$ cat src/rtl/knn_top4_merger_if.sv
// ============================================================================
// Module      : knn_top4_merger_if
// Description : Batch-input / result-output bundle for the k-NN top-4 merger.
//               The master side feeds sorted candidate batches and consumes
//               the final result; the slave side is the merger itself.
// Revision    : 1.0 - initial release
// ============================================================================
`default_nettype none

interface knn_top4_merger_if #(
    parameter int DATA_W = 25,
    parameter int IDX_W  = 15
);
    // Batch input
    logic              valid_in;
    logic              last_in;
    logic [DATA_W-1:0] data_in_0;
    logic [DATA_W-1:0] data_in_1;
    logic [DATA_W-1:0] data_in_2;
    logic [DATA_W-1:0] data_in_3;
    logic [IDX_W-1:0]  idx_in_0;
    logic [IDX_W-1:0]  idx_in_1;
    logic [IDX_W-1:0]  idx_in_2;
    logic [IDX_W-1:0]  idx_in_3;
    logic              in_ready;

    // Result output
    logic              out_valid;
    logic              out_ready;
    logic [DATA_W-1:0] data_out_0;
    logic [DATA_W-1:0] data_out_1;
    logic [DATA_W-1:0] data_out_2;
    logic [DATA_W-1:0] data_out_3;
    logic [IDX_W-1:0]  idx_out_0;
    logic [IDX_W-1:0]  idx_out_1;
    logic [IDX_W-1:0]  idx_out_2;
    logic [IDX_W-1:0]  idx_out_3;
    logic [7:0]        batch_cnt;

    modport master (
        output valid_in, last_in,
        output data_in_0, data_in_1, data_in_2, data_in_3,
        output idx_in_0, idx_in_1, idx_in_2, idx_in_3,
        output out_ready,
        input  in_ready, out_valid,
        input  data_out_0, data_out_1, data_out_2, data_out_3,
        input  idx_out_0, idx_out_1, idx_out_2, idx_out_3,
        input  batch_cnt
    );

    modport slave (
        input  valid_in, last_in,
        input  data_in_0, data_in_1, data_in_2, data_in_3,
        input  idx_in_0, idx_in_1, idx_in_2, idx_in_3,
        input  out_ready,
        output in_ready, out_valid,
        output data_out_0, data_out_1, data_out_2, data_out_3,
        output idx_out_0, idx_out_1, idx_out_2, idx_out_3,
        output batch_cnt
    );
endinterface

`default_nettype wire

$ cat src/rtl/knn_top4_merger.sv
// ============================================================================
// Module      : knn_top4_merger
// Description : Keeps a running ascending list of the 4 smallest distances
//               across all batches of a query, merging one sorted 4-batch per
//               cycle through a bitonic min + half-cleaner network, and hands
//               the final list to the consumer with a valid/ready hold.
// Revision    : 1.0 - initial release
// ============================================================================
`default_nettype none

module knn_top4_merger #(
    parameter int DATA_W = 25,
    parameter int IDX_W  = 15
) (
    input  logic                clk,
    input  logic                rst_n,
    knn_top4_merger_if.slave    bus
);

    localparam logic [DATA_W-1:0] C_EMPTY_D = '1;
    localparam logic [IDX_W-1:0]  C_EMPTY_I = '0;
    localparam logic [7:0]        C_CNT_MAX = 8'hFF;

    typedef enum logic [0:0] {
        ST_ACCUM = 1'b0,
        ST_HOLD  = 1'b1
    } state_t;

    state_t            r_state;
    state_t            w_state_nxt;
    logic              w_in_ready;
    logic              w_out_valid;
    logic              w_accept;

    logic [DATA_W-1:0] r_dist [4];
    logic [IDX_W-1:0]  r_idx  [4];
    logic [7:0]        r_cnt;
    logic [7:0]        w_cnt_inc;

    logic [DATA_W-1:0] r_out_d [4];
    logic [IDX_W-1:0]  r_out_i [4];
    logic [7:0]        r_out_cnt;

    logic [DATA_W-1:0] w_in_d [4];
    logic [IDX_W-1:0]  w_in_i [4];

    // Tags record where each element came from: {from_batch, position}.
    // Running-list elements (tag 0xx) outrank batch elements (tag 1xx) and
    // lower positions outrank higher ones, so on equal distances the
    // earlier-arrived candidate always lands first and the network is stable.
    logic [DATA_W-1:0] w_s1_d [4];
    logic [IDX_W-1:0]  w_s1_i [4];
    logic [2:0]        w_s1_t [4];
    logic [DATA_W-1:0] w_s2_d [4];
    logic [IDX_W-1:0]  w_s2_i [4];
    logic [2:0]        w_s2_t [4];
    logic [DATA_W-1:0] w_m_d  [4];
    logic [IDX_W-1:0]  w_m_i  [4];

    assign w_in_d[0] = bus.data_in_0;
    assign w_in_d[1] = bus.data_in_1;
    assign w_in_d[2] = bus.data_in_2;
    assign w_in_d[3] = bus.data_in_3;
    assign w_in_i[0] = bus.idx_in_0;
    assign w_in_i[1] = bus.idx_in_1;
    assign w_in_i[2] = bus.idx_in_2;
    assign w_in_i[3] = bus.idx_in_3;

    // Step 1: element-wise min of the list against the reversed batch gives
    // a bitonic sequence holding the 4 smallest of the 8 candidates.
    for (genvar gi = 0; gi < 4; gi++) begin : g_step1
        localparam int J = 3 - gi;
        logic w_take_in;
        assign w_take_in  = w_in_d[J] < r_dist[gi];
        assign w_s1_d[gi] = w_take_in ? w_in_d[J] : r_dist[gi];
        assign w_s1_i[gi] = w_take_in ? w_in_i[J] : r_idx[gi];
        assign w_s1_t[gi] = w_take_in ? {1'b1, 2'(J)} : {1'b0, 2'(gi)};
    end

    // Step 2: half-cleaner on pairs (0,2) and (1,3).
    for (genvar gp = 0; gp < 2; gp++) begin : g_hc_far
        localparam int LO = gp;
        localparam int HI = gp + 2;
        logic w_swap;
        assign w_swap = (w_s1_d[HI] < w_s1_d[LO]) ||
                        ((w_s1_d[HI] == w_s1_d[LO]) && (w_s1_t[HI] < w_s1_t[LO]));
        assign w_s2_d[LO] = w_swap ? w_s1_d[HI] : w_s1_d[LO];
        assign w_s2_i[LO] = w_swap ? w_s1_i[HI] : w_s1_i[LO];
        assign w_s2_t[LO] = w_swap ? w_s1_t[HI] : w_s1_t[LO];
        assign w_s2_d[HI] = w_swap ? w_s1_d[LO] : w_s1_d[HI];
        assign w_s2_i[HI] = w_swap ? w_s1_i[LO] : w_s1_i[HI];
        assign w_s2_t[HI] = w_swap ? w_s1_t[LO] : w_s1_t[HI];
    end

    // Step 3: half-cleaner on pairs (0,1) and (2,3) finishes the ascending sort.
    for (genvar gp = 0; gp < 2; gp++) begin : g_hc_near
        localparam int LO = 2 * gp;
        localparam int HI = 2 * gp + 1;
        logic w_swap;
        assign w_swap = (w_s2_d[HI] < w_s2_d[LO]) ||
                        ((w_s2_d[HI] == w_s2_d[LO]) && (w_s2_t[HI] < w_s2_t[LO]));
        assign w_m_d[LO] = w_swap ? w_s2_d[HI] : w_s2_d[LO];
        assign w_m_i[LO] = w_swap ? w_s2_i[HI] : w_s2_i[LO];
        assign w_m_d[HI] = w_swap ? w_s2_d[LO] : w_s2_d[HI];
        assign w_m_i[HI] = w_swap ? w_s2_i[LO] : w_s2_i[HI];
    end

    assign w_cnt_inc = (r_cnt == C_CNT_MAX) ? C_CNT_MAX : r_cnt + 8'd1;

    // State register.
    always_ff @(posedge clk or negedge rst_n) begin
        if (!rst_n) r_state <= ST_ACCUM;
        else        r_state <= w_state_nxt;
    end

    // Next state and handshake decode (handshakes depend on state only).
    always_comb begin
        w_state_nxt = r_state;
        w_in_ready  = 1'b0;
        w_out_valid = 1'b0;
        case (r_state)
            ST_ACCUM: begin
                w_in_ready = 1'b1;
                if (bus.valid_in && bus.last_in) w_state_nxt = ST_HOLD;
            end
            ST_HOLD: begin
                w_out_valid = 1'b1;
                if (bus.out_ready) w_state_nxt = ST_ACCUM;
            end
            default: w_state_nxt = ST_ACCUM;
        endcase
    end

    assign w_accept = bus.valid_in && w_in_ready;

    // Running list, batch counter and delivered result.
    always_ff @(posedge clk or negedge rst_n) begin
        if (!rst_n) begin
            for (int k = 0; k < 4; k++) begin
                r_dist[k]  <= C_EMPTY_D;
                r_idx[k]   <= C_EMPTY_I;
                r_out_d[k] <= '0;
                r_out_i[k] <= '0;
            end
            r_cnt     <= 8'd0;
            r_out_cnt <= 8'd0;
        end else if (w_accept) begin
            if (bus.last_in) begin
                for (int k = 0; k < 4; k++) begin
                    r_out_d[k] <= w_m_d[k];
                    r_out_i[k] <= w_m_i[k];
                    r_dist[k]  <= C_EMPTY_D;
                    r_idx[k]   <= C_EMPTY_I;
                end
                r_out_cnt <= w_cnt_inc;
                r_cnt     <= 8'd0;
            end else begin
                for (int k = 0; k < 4; k++) begin
                    r_dist[k] <= w_m_d[k];
                    r_idx[k]  <= w_m_i[k];
                end
                r_cnt <= w_cnt_inc;
            end
        end
    end

    assign bus.in_ready   = w_in_ready;
    assign bus.out_valid  = w_out_valid;
    assign bus.data_out_0 = r_out_d[0];
    assign bus.data_out_1 = r_out_d[1];
    assign bus.data_out_2 = r_out_d[2];
    assign bus.data_out_3 = r_out_d[3];
    assign bus.idx_out_0  = r_out_i[0];
    assign bus.idx_out_1  = r_out_i[1];
    assign bus.idx_out_2  = r_out_i[2];
    assign bus.idx_out_3  = r_out_i[3];
    assign bus.batch_cnt  = r_out_cnt;

endmodule

`default_nettype wire

$ cat src/flat_wrapper.sv
// flat-port wrapper written by rule: the top's interface ports become plain ports
module knn_top4_merger_flat 
#(
    parameter int DATA_W = 25,
    parameter int IDX_W  = 15
)
  (clk, rst_n, bus_valid_in, bus_last_in, bus_data_in_0, bus_data_in_1, bus_data_in_2, bus_data_in_3, bus_idx_in_0, bus_idx_in_1, bus_idx_in_2, bus_idx_in_3, bus_out_ready, bus_in_ready, bus_out_valid, bus_data_out_0, bus_data_out_1, bus_data_out_2, bus_data_out_3, bus_idx_out_0, bus_idx_out_1, bus_idx_out_2, bus_idx_out_3, bus_batch_cnt);
  knn_top4_merger_if #(.DATA_W(DATA_W), .IDX_W(IDX_W)) bus_i ();
  input  logic clk;
  input  logic rst_n;
  input wire logic [$bits(bus_i.valid_in)-1:0] bus_valid_in;
  input wire logic [$bits(bus_i.last_in)-1:0] bus_last_in;
  input wire logic [$bits(bus_i.data_in_0)-1:0] bus_data_in_0;
  input wire logic [$bits(bus_i.data_in_1)-1:0] bus_data_in_1;
  input wire logic [$bits(bus_i.data_in_2)-1:0] bus_data_in_2;
  input wire logic [$bits(bus_i.data_in_3)-1:0] bus_data_in_3;
  input wire logic [$bits(bus_i.idx_in_0)-1:0] bus_idx_in_0;
  input wire logic [$bits(bus_i.idx_in_1)-1:0] bus_idx_in_1;
  input wire logic [$bits(bus_i.idx_in_2)-1:0] bus_idx_in_2;
  input wire logic [$bits(bus_i.idx_in_3)-1:0] bus_idx_in_3;
  input wire logic [$bits(bus_i.out_ready)-1:0] bus_out_ready;
  output wire logic [$bits(bus_i.in_ready)-1:0] bus_in_ready;
  output wire logic [$bits(bus_i.out_valid)-1:0] bus_out_valid;
  output wire logic [$bits(bus_i.data_out_0)-1:0] bus_data_out_0;
  output wire logic [$bits(bus_i.data_out_1)-1:0] bus_data_out_1;
  output wire logic [$bits(bus_i.data_out_2)-1:0] bus_data_out_2;
  output wire logic [$bits(bus_i.data_out_3)-1:0] bus_data_out_3;
  output wire logic [$bits(bus_i.idx_out_0)-1:0] bus_idx_out_0;
  output wire logic [$bits(bus_i.idx_out_1)-1:0] bus_idx_out_1;
  output wire logic [$bits(bus_i.idx_out_2)-1:0] bus_idx_out_2;
  output wire logic [$bits(bus_i.idx_out_3)-1:0] bus_idx_out_3;
  output wire logic [$bits(bus_i.batch_cnt)-1:0] bus_batch_cnt;
  assign bus_i.valid_in = bus_valid_in;
  assign bus_i.last_in = bus_last_in;
  assign bus_i.data_in_0 = bus_data_in_0;
  assign bus_i.data_in_1 = bus_data_in_1;
  assign bus_i.data_in_2 = bus_data_in_2;
  assign bus_i.data_in_3 = bus_data_in_3;
  assign bus_i.idx_in_0 = bus_idx_in_0;
  assign bus_i.idx_in_1 = bus_idx_in_1;
  assign bus_i.idx_in_2 = bus_idx_in_2;
  assign bus_i.idx_in_3 = bus_idx_in_3;
  assign bus_i.out_ready = bus_out_ready;
  assign bus_in_ready = bus_i.in_ready;
  assign bus_out_valid = bus_i.out_valid;
  assign bus_data_out_0 = bus_i.data_out_0;
  assign bus_data_out_1 = bus_i.data_out_1;
  assign bus_data_out_2 = bus_i.data_out_2;
  assign bus_data_out_3 = bus_i.data_out_3;
  assign bus_idx_out_0 = bus_i.idx_out_0;
  assign bus_idx_out_1 = bus_i.idx_out_1;
  assign bus_idx_out_2 = bus_i.idx_out_2;
  assign bus_idx_out_3 = bus_i.idx_out_3;
  assign bus_batch_cnt = bus_i.batch_cnt;
  knn_top4_merger #(.DATA_W(DATA_W), .IDX_W(IDX_W)) u_core (.clk(clk), .rst_n(rst_n), .bus(bus_i));
endmodule
$ cat config.mk
export PLATFORM = sky130hd
export DESIGN_NAME = knn_top4_merger_flat
export DESIGN_NICKNAME = d
export VERILOG_FILES = /design/src/rtl/knn_top4_merger_if.sv /design/src/rtl/knn_top4_merger.sv /design/src/flat_wrapper.sv
export SDC_FILE = /design/constraint.sdc
export NUM_CORES = 1
export LEC_CHECK = 0
export CAP_MARGIN = 0
export CORE_MARGIN = 2
export CORE_UTILIZATION = 37
export CTS_BUF_LIST = sky130_fd_sc_hd__clkbuf_8 sky130_fd_sc_hd__clkbuf_16
export DETAILED_ROUTE_END_ITERATION = 16
export GPL_ROUTABILITY_DRIVEN = 0
export SLEW_MARGIN = 20
export SYNTH_ARGS = -nofsm -noshare
export SYNTH_HDL_FRONTEND = slang
export SYNTH_SLANG_ARGS = --single-unit
$ cat constraint.sdc
create_clock -name clk -period 7.8 [get_ports clk]
set_input_delay 1.56 -clock clk [delete_from_list [all_inputs] [get_ports clk]]
set_output_delay 1.56 -clock clk [all_outputs]
set_load 0.1 [all_outputs]
# After elaboration in Yosys (flattened, before gate mapping)
# Cells that the tools add are included.
[totals]
regBits = 337
in_bits = 165
ramBits = 0
mem_bits_ro = 0
elab_cells = 90
latchBits = 0
mem_count = 0
[op_classes]
mul = 0
addsub = 1
shift = 0
n_div = 0
order_cmp = 12
bitwise_logic = 1
mux = 41
eq_ne = 5
reduce_logical = 11
[ops]
columns = ["operator", "n"]
rows = [
  ["25-bit two-way mux", 12],
  ["25-bit < comparator", 8],
  ["15-bit two-way mux", 12],
  ["25-bit equality test", 4],
  ["100-bit two-way mux", 1],
  ["60-bit two-way mux", 1],
  ["3-bit two-way mux", 8],
  ["8-bit two-way mux", 2],
  ["3-bit < comparator", 4],
  ["8-bit by 1-bit adder with 8-bit output (second input constant)", 1],
  ["8-bit equality test (second input constant)", 1],
  ["1-bit logical AND", 6],
  ["1-bit logical OR", 4],
  ["1-bit two-way mux", 4],
  ["1-bit one-hot mux with 2 select lines", 1],
  ["2-bit AND reduction", 1],
  ["1-bit inverter", 1],
]

# Longest topological paths before layout
# Gate-level depths: netlist (run 1).
[depth]
ltp_word = 11
mapped_depth = 35
mapped_depth_nobuf = 30

# Worst setup path before layout (run 1)
# Ideal clock, no wire load.
[synth_timing]
kind = "input-to-reg"
start = "input bus_data_in_3[16]"
end = "register u_core.r_idx[47] (netlist bit)"
setup_ns = 0.132
n_path_buf = 6
path_stages = 31
path_slack_ns = -0.010
arrival_ns = 7.678
t_required_ns = 7.668
path_cell_list = "ha_1 a21oi_1 o21ai_1 a221oi_1 o21ai_1 a31oi_1 clkbuf_1 buf_2 a21oi_1 ha_1 nand4_1 nor3_1 o21ai_1 o211ai_1 a211oi_2 a21oi_1 buf_2 buf_1 mux2i_1 inv_1 ha_1 nand4_1 nor4_1 nand3_1 or4_1 a21o_1 o311ai_2 buf_6 buf_6 mux2i_1 o21ai_1"
[synth_via]
elab_chain_len = 11
word_cells_on_any_way = 19
cone_classes = "order compare: 5; eq/ne: 2; mux: 8; reduce/logical: 4"
[synth_rtl]
columns = ["item", "line", "text"]
rows = [
  ["from (decl)", "flat_wrapper.sv:16", "input wire logic [$bits(bus_i.data_in_3)-1:0] bus_data_in_3;"],
  ["parallel branches: the longest is 9 deep, another holds 25-bit < comparator", "-", ""],
  ["15-bit two-way mux (*)", "knn_top4_merger.sv:103", "assign w_m_i[LO] = w_swap ? w_s2_i[HI] : w_s2_i[LO];"],
  ["60-bit two-way mux (*)", "knn_top4_merger.sv:148", "if (bus.last_in) begin"],
  ["to (signal, indexed assignment)", "knn_top4_merger.sv:160", "r_idx[k] <= w_m_i[k];"],
  ["to (decl)", "knn_top4_merger.sv:36", "logic [IDX_W-1:0] r_idx [4];"],
]
# Every way passes the cells marked *.
# A chain may end at the register's enable or synchronous reset.

# Final worst setup path (run 1)
[layout_timing]
start = "input bus_data_in_0[19]"
end = "register u_core.r_dist[23] (netlist bit)"
[layout_via]
elab_chain_len = 11
word_cells_on_any_way = 17
cone_classes = "order compare: 5; eq/ne: 2; mux: 6; reduce/logical: 4"
[layout_rtl]
columns = ["item", "line", "text"]
rows = [
  ["from (decl)", "flat_wrapper.sv:13", "input wire logic [$bits(bus_i.data_in_0)-1:0] bus_data_in_0;"],
  ["parallel branches: the longest is 9 deep, another holds 25-bit < comparator", "-", ""],
  ["25-bit two-way mux (*)", "knn_top4_merger.sv:104", "assign w_m_d[HI] = w_swap ? w_s2_d[LO] : w_s2_d[HI];"],
  ["100-bit two-way mux (*)", "knn_top4_merger.sv:148", ""],
  ["to (signal, indexed assignment)", "knn_top4_merger.sv:159", "r_dist[k] <= w_m_d[k];"],
  ["to (decl)", "knn_top4_merger.sv:35", "logic [DATA_W-1:0] r_dist [4];"],
]
# Marks and branches as above.

==> results of run 1 <==
[worst reg2reg max path: cells and delay by family (launching register included)]
family	cells	cell delay [ns]
adder cells (fa/ha/maj)	3	0.71
AO/OA/AOI/OAI	15	3.01
buffers and inverters	13	1.82
AND/OR/NAND/NOR	5	1.05
multiplexers	2	0.38
flip-flops	1	0.52
[area by class of cell]
type / instances / area, µm² / area share [%]
Sequential cell: 337 / 8558 / 23.81
Clock buffer: 50 / 1150 / 3.199
Multi-Input combinational cell: 1673 / 15370 / 42.76
Timing Repair Buffer: 950 / 8855 / 24.64
Inverter: 205 / 774.5 / 2.155
Clock inverter: 24 / 261.5 / 0.7276
Tap cell: 773 / 967.2 / 2.691
Antenna cell: 3 / 7.507 / 0.02089
[registers in the layout, summed over array words and instances (netlist names)]
register / count
u_core.r_dist: 100
u_core.bus.batch_cnt: 8
u_core.bus.idx_out_0: 15
u_core.bus.idx_out_1: 15
u_core.bus.data_out_2: 25
u_core.bus.data_out_3: 25
u_core.bus.data_out_1: 25
u_core.r_cnt: 8
u_core.r_idx: 60
u_core.r_state: 1
u_core.bus.data_out_0: 25
u_core.bus.idx_out_3: 15
u_core.bus.idx_out_2: 15
[metrics by stage]
step | util [%] | cell area [µm²]
5_1_grt | 60.66 | 35930
6_report | 60.67 | 35940
2_1_floorplan | - | 22240
3_5_place_dp | 50.87 | 30140
3_3_place_gp | 50.87 | 30140
4_1_cts | 56.65 | 33560
[logic make-up after synthesis]
family	synth area share, %
AOI/OAI and AO/OA	16.05
and+or+nand+nor	8.677
muxes	18.41
buffers and inverters	6.910
DFF	38.49
adders and majority gates	11.31
xor gates and xnor gates	0.1575
[layer usage]
layer,up-vias,track usage (%)
met5,-,0
met4,16,17.04
met3,323,6.803
met2,810,48.88
met1,10840,32.90
li1,10060,-
[worst max path at each step]
| stage | startpoint | to | cells past startpoint |
|---|---|---|---|
| after global placement | bus_data_in_0[20] | u_core.bus.data_out_0[8]$_DFFE_PN0P_ | 29 |
| after floorplan | bus_data_in_0[19] | u_core.r_idx[47]$_DFFE_PN0P_ | 30 |
| after detailed placement | bus_data_in_0[20] | u_core.r_dist[66]$_DFFE_PN1P_ | 29 |
| after global routing | bus_data_in_0[8] | u_core.r_idx[53]$_DFFE_PN0P_ | 37 |
| final | bus_data_in_0[19] | u_core.r_dist[23]$_DFFE_PN1P_ | 38 |
| after CTS | bus_data_in_1[10] | u_core.bus.data_out_0[1]$_DFFE_PN0P_ | 37 |
[what timing repair did]
action,in CTS,in global routing
cloned,11,4
buffers inserted,45,43
endpoints found under the setup margin,320,320
pin swaps,66,133
resized for setup,304,409
hold buffers,0,0
[layout by cell type (no fill, tap or decap), types with 86 or more instances in the layout]
cell / synthesis / layout
buf_4: 7 / 532
mux2i_1: 409 / 276
clkdlybuf4s50_1: 0 / 263
nand2_1: 264 / 258
dfrtp_1: 237 / 237
o21ai_1: 234 / 222
inv_1: 204 / 193
ha_1: 201 / 150
mux2i_4: 0 / 105
dfstp_2: 100 / 100
nor2_1: 102 / 86
==> results.json, run 1 <==
{
  "ys_warn_count": 0,
  "yosysMostFrequentCell": "mux2i_1",
  "drive_gt1_share_pct": 37.11,
  "synth_commonest_cells": "mux2i_1 (409), nand2_1 (264), dfrtp_1 (237)",
  "firstDrtPassIters": 5,
  "worst_hold_startpoint": "u_core.bus.idx_out_3[7]$_DFFE_PN0P_",
  "cpPeakStageDelay_ns": 0.38,
  "synth_top_area_cell": "dfrtp_1",
  "core_mm2": 0.05924,
  "avgViaCountPerCell": 5.490,
  "die_w_um": 249.2,
  "required_ns": 8.26,
  "synth-seq-cells": 337,
  "cts.clk_slew.worst_paths_ns": 0.06,
  "vias": 22040,
  "cp-end-kind": "flop",
  "outcome": "finished, violations left",
  "initial_core_util_pct": 37.53,
  "port-buffer-count": 334,
  "drtAntennaViolNets": 0,
  "grt_use_total_pct": 28.73,
  "setup_viol": 297,
  "layout.nets": 3573,
  "r2r_start": "u_core.r_dist[19]$_DFFE_PN1P_",
  "setup_tns_ns": -32.11,
  "dp_hpwl_um": 68700,
  "syn_nets": 2717,
  "design.die.area_mm2": 0.06208,
  "hold_class": "flop to flop",
  "drt-wirelength-per-cell_um": 23.53,
  "worstSetupStartpointType": "input port",
  "ioPinCount": 335,
  "wl_met1_um": 35710,
  "cts_buffer_depth": 3,
  "worstMarginPinSlew_ns": 1.151,
  "grt_max_degree": 219,
  "cp_top_family": "compound AO/OA/AOI/OAI gates",
  "dp.cells": 3866,
  "whs_path_depth": 2,
  "met3_length_um": 6464,
  "stdcell_count": 4015,
  "final_hold_viol_count": 0,
  "slowest_stage": "a221o_1",
  "regToRegEndpoint": "u_core.r_dist[23]$_DFFE_PN1P_",
  "yosysSeqAreaShare_pct": 38.49,
  "hold_end": "u_core.bus.idx_out_3[7]$_DFFE_PN0P_",
  "cap_violations": 0,
  "postRouteWirelength_um": 94460,
  "ctsHtreeMaxLevel": 2,
  "final.fill_count": 4695,
  "clock_latency_ns": 0.57,
  "fmax_mhz": 124.1,
  "die_h_um": 249.2,
  "synth_top_area_share_pct": 26.67,
  "cts_tree": "built",
  "synth_edf_count": 0,
  "synthCells": 2351,
  "clock_skew_ns": 0.02043,
  "synth_cell_types": 62,
  "slew_headroom_pct": 23.04,
  "antenna_found_initial": 11,
  "wl_met2_um": 45230,
  "netlist_area_mm2": 0.02224,
  "synthArstFlopShare_pct": 100.0,
  "arrival_ns": 8.52,
  "grt_pass1_wl_um": 137100,
  "num_rows": 89,
  "cts_buffers": 40,
  "synthTopCellsByArea": "dfrtp_1 (27%), mux2i_1 (18%), dfstp_2 (12%)",
  "syn2layout_area_growth_pct": 61.64,
  "drv_slew": 0,
  "grt_pass1_vias": 23040,
  "cp_num_buf_inv": 13,
  "fin_hold_ws_ns": 0.4819,
  "fin_crit_ns": 8.058,
  "drt_iter0_markers": 1348,
  "fin_crit_sh_pct": 103.3,
  "cts_root_buf": "clkbuf_16",
  "cts.sinks": 337,
  "rrSetupSlack_ns": 0.20,
  "drc_errors": 0,
  "crit_fanout": 8,
  "violations": "negative setup slack",
  "place_ws_ns": -1.739,
  "ys.flop_type": "dfrtp_1",
  "highest_layer": "met5",
  "overflow": 0,
  "reg2regPathDepth": 38,
  "fin_ws_ns": -0.2578,
  "avgSynthCellArea_um2": 9.458,
  "worst-setup-path-type": "input port to flop",
  "rsz0062_at_grt": "true"
}
Power of run 1 is not shown: default switching activity piles up to over one toggle a cycle in this logic, so the estimate is an artifact.
==> inputs of run 2 (changes only) <==
--- a/config.mk
+++ b/config.mk
@@ -8,9 +8,10 @@
 export CAP_MARGIN = 0
 export CORE_MARGIN = 2
 export CORE_UTILIZATION = 37
-export CTS_BUF_LIST = sky130_fd_sc_hd__clkbuf_8 sky130_fd_sc_hd__clkbuf_16
+export CTS_BUF_LIST = sky130_fd_sc_hd__clkbuf_2
 export DETAILED_ROUTE_END_ITERATION = 16
 export GPL_ROUTABILITY_DRIVEN = 0
+export SKIP_CTS_REPAIR_TIMING = 1
 export SLEW_MARGIN = 20
 export SYNTH_ARGS = -nofsm -noshare
 export SYNTH_HDL_FRONTEND = slang
==> run 2 against run 1 <==
Net effect:
- the flow still finishes with violations (negative setup slack)
- die area stayed put
- core utilization down 6.0 points
- worst setup slack improved by 0.25 ns
- non-clock buffer count decreased by 25
- routed wire length down 6.0%
- clock skew increased by 0.090 ns
- final area down 9.9%
- cell count increased by 2.0%
- flip-flop and latch count unchanged
- fmax rose by 3.2%
- clock-buffer cell count rose by 88
- critical endpoint is now u_core.bus.data_out_2[19]$_DFFE_PN0P_
- largest cell class unchanged
==> results.json, run 2 (synthesized netlist as in run 1, its figures left out) <==
{
  "outcome": "finished, violations left",
  "violations": "negative setup slack",
  "final_hold_viol_count": 0,
  "path_common_cell": "buf_4",
  "grt_pass1_wl_um": 131700,
  "worst-setup-path-type": "input port to flop",
  "firstDrtPassIters": 7,
  "dp_hpwl_um": 68700,
  "port-buffer-count": 334,
  "setup_tns_ns": -0.01429,
  "cts.sinks": 337,
  "layout.nets": 3604,
  "num_rows": 89,
  "slowest_stage": "clkdlybuf4s50_1",
  "setup_viol": 3,
  "crit_fanout": 16,
  "postPlaceCellArea_mm2": 0.03014,
  "drc_errors": 0,
  "multi_input_area_mm2": 0.01291,
  "arrival_ns": 8.76,
  "largest_reg_flops": 100,
  "fin_hold_ws_ns": 0.4481,
  "ctsHtreeMaxLevel": 3,
  "stdcell_count": 4096,
  "fin_crit_ns": 7.809,
  "fmax_mhz": 128.1,
  "initial_core_util_pct": 37.53,
  "worstSetupStartpointType": "input port",
  "cap_violations": 0,
  "grt_max_degree": 219,
  "cpPeakStageDelay_ns": 0.53,
  "hold_class": "input port to async pin",
  "cts_tree": "built",
  "fin_area_mm2": 0.03238,
  "final.fill_count": 5323,
  "register_area_mm2": 0.008558,
  "grt_use_total_pct": 27.63,
  "cts_buffers": 95,
  "design.die.area_mm2": 0.06208,
  "worstMarginPinSlew_ns": 1.142,
  "vias": 21780,
  "drt-wirelength-per-cell_um": 21.69,
  "required_ns": 8.75,
  "drt_iter0_markers": 1351,
  "antenna_found_initial": 14,
  "avgViaCountPerCell": 5.318,
  "grt_pass1_vias": 22480,
  "clock_skew_ns": 0.1101,
  "die_h_um": 249.2,
  "clock_latency_ns": 1.17,
  "postRouteWirelength_um": 88830,
  "dp.cells": 3866,
  "drtAntennaViolNets": 0,
  "final_common_cell": "buf_4",
  "drive_gt1_share_pct": 29.47,
  "cts.clk_slew.worst_paths_ns": 0.11,
  "ioPinCount": 335,
  "drv_slew": 0,
  "slew_headroom_pct": 23.65,
  "syn2layout_area_growth_pct": 45.64,
  "reg_top3": "u_core.r_dist x100, u_core.r_idx x60",
  "fin_crit_sh_pct": 100.1,
  "die_w_um": 249.2,
  "cts_root_buf": "clkbuf_2",
  "overflow": 0,
  "cp-end-kind": "flop",
  "final_cell_mix": "buf_4 (552), mux2i_1 (355), clkdlybuf4s50_1 (329), nand2_1 (262), dfrtp_1 (237)",
  "cts_buffer_depth": 3,
  "top_register": "u_core.r_dist",
  "core_mm2": 0.05924,
  "fin_ws_ns": -0.009285
}
run 2: through the flow:
| stage | setup WS, ns | utilization [%] |
|---|---|---|
| after global placement | -1.700 | 50.87 |
| after global routing | -0.1322 | 54.65 |
| after CTS | -0.5857 | 52.42 |
| final | -0.009285 | 54.67 |
| after detailed placement | -1.739 | 50.87 |
| after floorplan | 0.008163 | - |
run 2: final timing paths:
check / start / end / slack, ns / cells after the start
worst max-delay path: bus_data_in_0[2] / u_core.bus.data_out_2[19]$_DFFE_PN0P_ / -0.009 / 37
worst min-delay path: rst_n / u_core.bus.data_out_3[16]$_DFFE_PN0P_ / 0.45 / 1
worst max register to register: u_core.r_dist[20]$_DFFE_PN1P_ / u_core.bus.data_out_2[19]$_DFFE_PN0P_ / 0.12 / 37
worst min register to register: u_core.bus.idx_out_3[7]$_DFFE_PN0P_ / u_core.bus.idx_out_3[7]$_DFFE_PN0P_ / 0.49 / 2
max in group asynchronous: rst_n / u_core.bus.data_out_0[5]$_DFFE_PN0P_ / 5.78 / 3
min in group clk: u_core.bus.idx_out_3[7]$_DFFE_PN0P_ / u_core.bus.idx_out_3[7]$_DFFE_PN0P_ / 0.49 / 2
run 2: per-layer routing:
layer | up-vias | part of all wire (%) | global-route usage (%)
li1 | 10190 | - | -
met1 | 10610 | 38 | 31.12
met4 | 20 | 5.7 | 15.59
met2 | 726 | 48 | 47.03
met5 | - | 0.16 | 0
met3 | 235 | 7.5 | 7.837
run 2: critical path, delay by kind of cell:
family | cells | cell delay [ns]
mux | 2 | 0.46
compound gates | 13 | 2.53
buf+inv | 13 | 2.36
fa+ha+maj | 3 | 1.00
simple gates | 6 | 0.77
run 2: area by class of cell:
class | count | area share (%)
Antenna cell | 4 | 0.03091
Clock buffer | 138 | 2.133
Multi-Input combinational cell | 1674 | 39.86
Timing Repair Buffer | 925 | 25.50
Tap cell | 773 | 2.987
Clock inverter | 40 | 0.6954
Sequential cell | 337 | 26.43
Inverter | 205 | 2.376
Power of run 2 is left out for the same reason.
==> inputs of run 3 (changes only) <==
--- a/config.mk
+++ b/config.mk
@@ -5,6 +5,7 @@
 export SDC_FILE = /design/constraint.sdc
 export NUM_CORES = 1
 export LEC_CHECK = 0
+export ABC_AREA = 1
 export CAP_MARGIN = 0
 export CORE_MARGIN = 2
 export CORE_UTILIZATION = 37
==> run 3 against run 2 <==
Net effect:
- the flow now finishes without violations
- global-route usage is 1.3 points higher
- highest routed layer unchanged
- flip-flop and latch count stayed put
- sequential share of layout area is 2.1 points higher
- critical path depth is 2 lower
- synthesized area is 10% higher
==> results.json, run 3 <==
{
  "outcome": "completed",
  "cp_top_family": "simple AND/OR/NAND/NOR gates",
  "initial_core_util_pct": 37.26,
  "multi_input_area_mm2": 0.01344,
  "dp_hpwl_um": 75800,
  "required_ns": 8.94,
  "synth-seq-cells": 337,
  "cap_violations": 0,
  "die_w_um": 261.1,
  "port-buffer-count": 334,
  "synth_top_area_cell": "dfrtp_1",
  "top_register": "u_core.r_dist",
  "drtAntennaViolNets": 0,
  "cp_num_buf_inv": 6,
  "die_h_um": 261.1,
  "cts.sinks": 337,
  "design.die.area_mm2": 0.06815,
  "arrival_ns": 8.29,
  "cts_buffer_depth": 3,
  "cts_root_buf": "clkbuf_2",
  "synth_cell_types": 39,
  "grt_pass1_wl_um": 147300,
  "yosysMostFrequentCell": "nand2_1",
  "vias": 25960,
  "final_cell_mix": "nand2_1 (1,564), inv_1 (435), nand3_1 (414), clkdlybuf4s50_1 (333), o21ai_0 (240)",
  "syn_nets": 4095,
  "slew_headroom_pct": 19.21,
  "worst-setup-path-type": "input port to flop",
  "synthArstFlopShare_pct": 100.0,
  "synthCells": 3729,
  "fin_hold_ws_ns": 0.4177,
  "worstSetupStartpointType": "input port",
  "cts_tree": "built",
  "final_common_cell": "nand2_1",
  "grt_use_total_pct": 28.98,
  "synth_top_area_share_pct": 24.26,
  "drt_iter0_markers": 3387,
  "drc_errors": 0,
  "synth_edf_count": 0,
  "synthTopCellsByArea": "dfrtp_1 (24%), nand2_1 (24%), dfstp_2 (11%)",
  "ctsHtreeMaxLevel": 3,
  "path_common_cell": "nand2_1",
  "avgViaCountPerCell": 5.177,
  "crit_fanout": 48,
  "clock_latency_ns": 1.22,
  "place_ws_ns": -0.3464,
  "rsz0062_at_grt": "false",
  "drive_gt1_share_pct": 9.356,
  "worstMarginPinSlew_ns": 1.208,
  "fin_ws_ns": 0.6539,
  "syn2layout_area_growth_pct": 22.55,
  "fmax_mhz": 139.9,
  "drt-wirelength-per-cell_um": 20.04,
  "firstDrtPassIters": 6,
  "cts_buffers": 94,
  "fin_crit_ns": 7.146,
  "fin_crit_sh_pct": 91.62,
  "synth_commonest_cells": "nand2_1 (1,565), inv_1 (436), nand3_1 (416)",
  "postRouteWirelength_um": 100500,
  "cp-end-kind": "flop",
  "antenna_found_initial": 4,
  "num_rows": 94,
  "clock_skew_ns": 0.1238,
  "yosysSeqAreaShare_pct": 35.00,
  "netlist_area_mm2": 0.02445,
  "final_hold_viol_count": 0,
  "hold_class": "input port to async pin",
  "final.fill_count": 6830,
  "drv_slew": 0,
  "grt_max_degree": 162,
  "register_area_mm2": 0.008558,
  "ioPinCount": 335,
  "cpPeakStageDelay_ns": 0.59,
  "slowest_stage": "o21ai_0",
  "layout.nets": 4438,
  "avgSynthCellArea_um2": 6.557,
  "reg_top3": "u_core.r_dist x100, u_core.r_idx x60",
  "largest_reg_flops": 100,
  "grt_pass1_vias": 23350,
  "setup_viol": 0,
  "overflow": 0,
  "core_mm2": 0.06563,
  "ys_warn_count": 0,
  "ys.flop_type": "dfrtp_1",
  "cts.clk_slew.worst_paths_ns": 0.12
}
run 3: cell count changes in the layout (fill, tap and decap cells not counted), moves of 24 or more:
cell / previous run / this run
a22oi_1: 97 / 0
nand3_1: 13 / 414
nand2_1: 262 / 1564
mux2i_1: 355 / 0
mux2i_2: 37 / 0
nor2_1: 99 / 75
buf_4: 552 / 80
o21ai_1: 233 / 110
a21o_1: 35 / 11
a21oi_2: 27 / 0
a21oi_1: 117 / 75
inv_1: 203 / 435
o21ai_0: 29 / 240
run 3: cell families (layout without fill, tap and decap cells):
group / after synthesis / count (layout) / synth area share, %
and+or+nand+nor: 2104 / 2104 / 34.95
buffers and inverters: 634 / 1052 / 10.22
AOI/OAI and AO/OA: 453 / 453 / 9.534
DFF: 337 / 337 / 35.00
adders and majority gates: 201 / 201 / 10.29
other: 0 / 3 / 0
run 3: cell type report:
cell class              instances  share of cell area, %
well taps                     864                  3.608
multi-input cells            2758                  44.87
diodes                          3                0.02505
inverters                     451                  5.671
clock inverters                27                 0.6138
clock buffers                 144                  2.405
repair buffers                430                  14.25
flip-flops and latches        337                  28.56
run 3: worst paths after layout:
check / startpoint / to / slack (ns) / depth (start not counted)
max: bus_data_in_2[10] / u_core.bus.data_out_3[10]$_DFFE_PN0P_ / 0.65 / 35
min: rst_n / u_core.bus.data_out_3[0]$_DFFE_PN0P_ / 0.42 / 1
max reg2reg: u_core.r_dist[68]$_DFFE_PN1P_ / u_core.bus.data_out_3[10]$_DFFE_PN0P_ / 0.87 / 35
min reg2reg: u_core.bus.idx_out_0[2]$_DFFE_PN0P_ / u_core.bus.idx_out_0[2]$_DFFE_PN0P_ / 0.49 / 2
max in group asynchronous: rst_n / u_core.bus.idx_out_2[5]$_DFFE_PN0P_ / 6.13 / 2
min in group clk: u_core.bus.idx_out_0[2]$_DFFE_PN0P_ / u_core.bus.idx_out_0[2]$_DFFE_PN0P_ / 0.49 / 2
run 3: metal layers:
metal,share of wire [%],up-vias,track usage (%)
met5,0.013,-,0
met4,3.5,2,10.81
met3,10,170,6.940
met2,41,1220,41.00
met1,45,12000,42.45
li1,-,12560,-
run 3: per-stage QoR:
stage | utilization [%] | std cells | TNS (ns) | area [µm²]
6_report | 45.66 | 5014 | 0 | 29960
5_1_grt | 45.65 | 5013 | 0 | 29960
4_1_cts | 45.65 | 5011 | 0 | 29960
3_5_place_dp | 44.27 | 4840 | -36.23 | 29050
3_3_place_gp | 44.27 | 4840 | -56.98 | 29050
2_1_floorplan | - | 3729 | 0 | 24450
run 3: worst register-to-register path: cells and delay by family, from the launching register on:
kind / cells / cell delay, ns
and+or+nand+nor: 23 / 2.94
buffers and inverters: 6 / 1.27
AOI/OAI and AO/OA: 3 / 1.06
DFF: 1 / 0.53
adders and majority gates: 3 / 1.05
Power of run 3 is left out for the same reason.
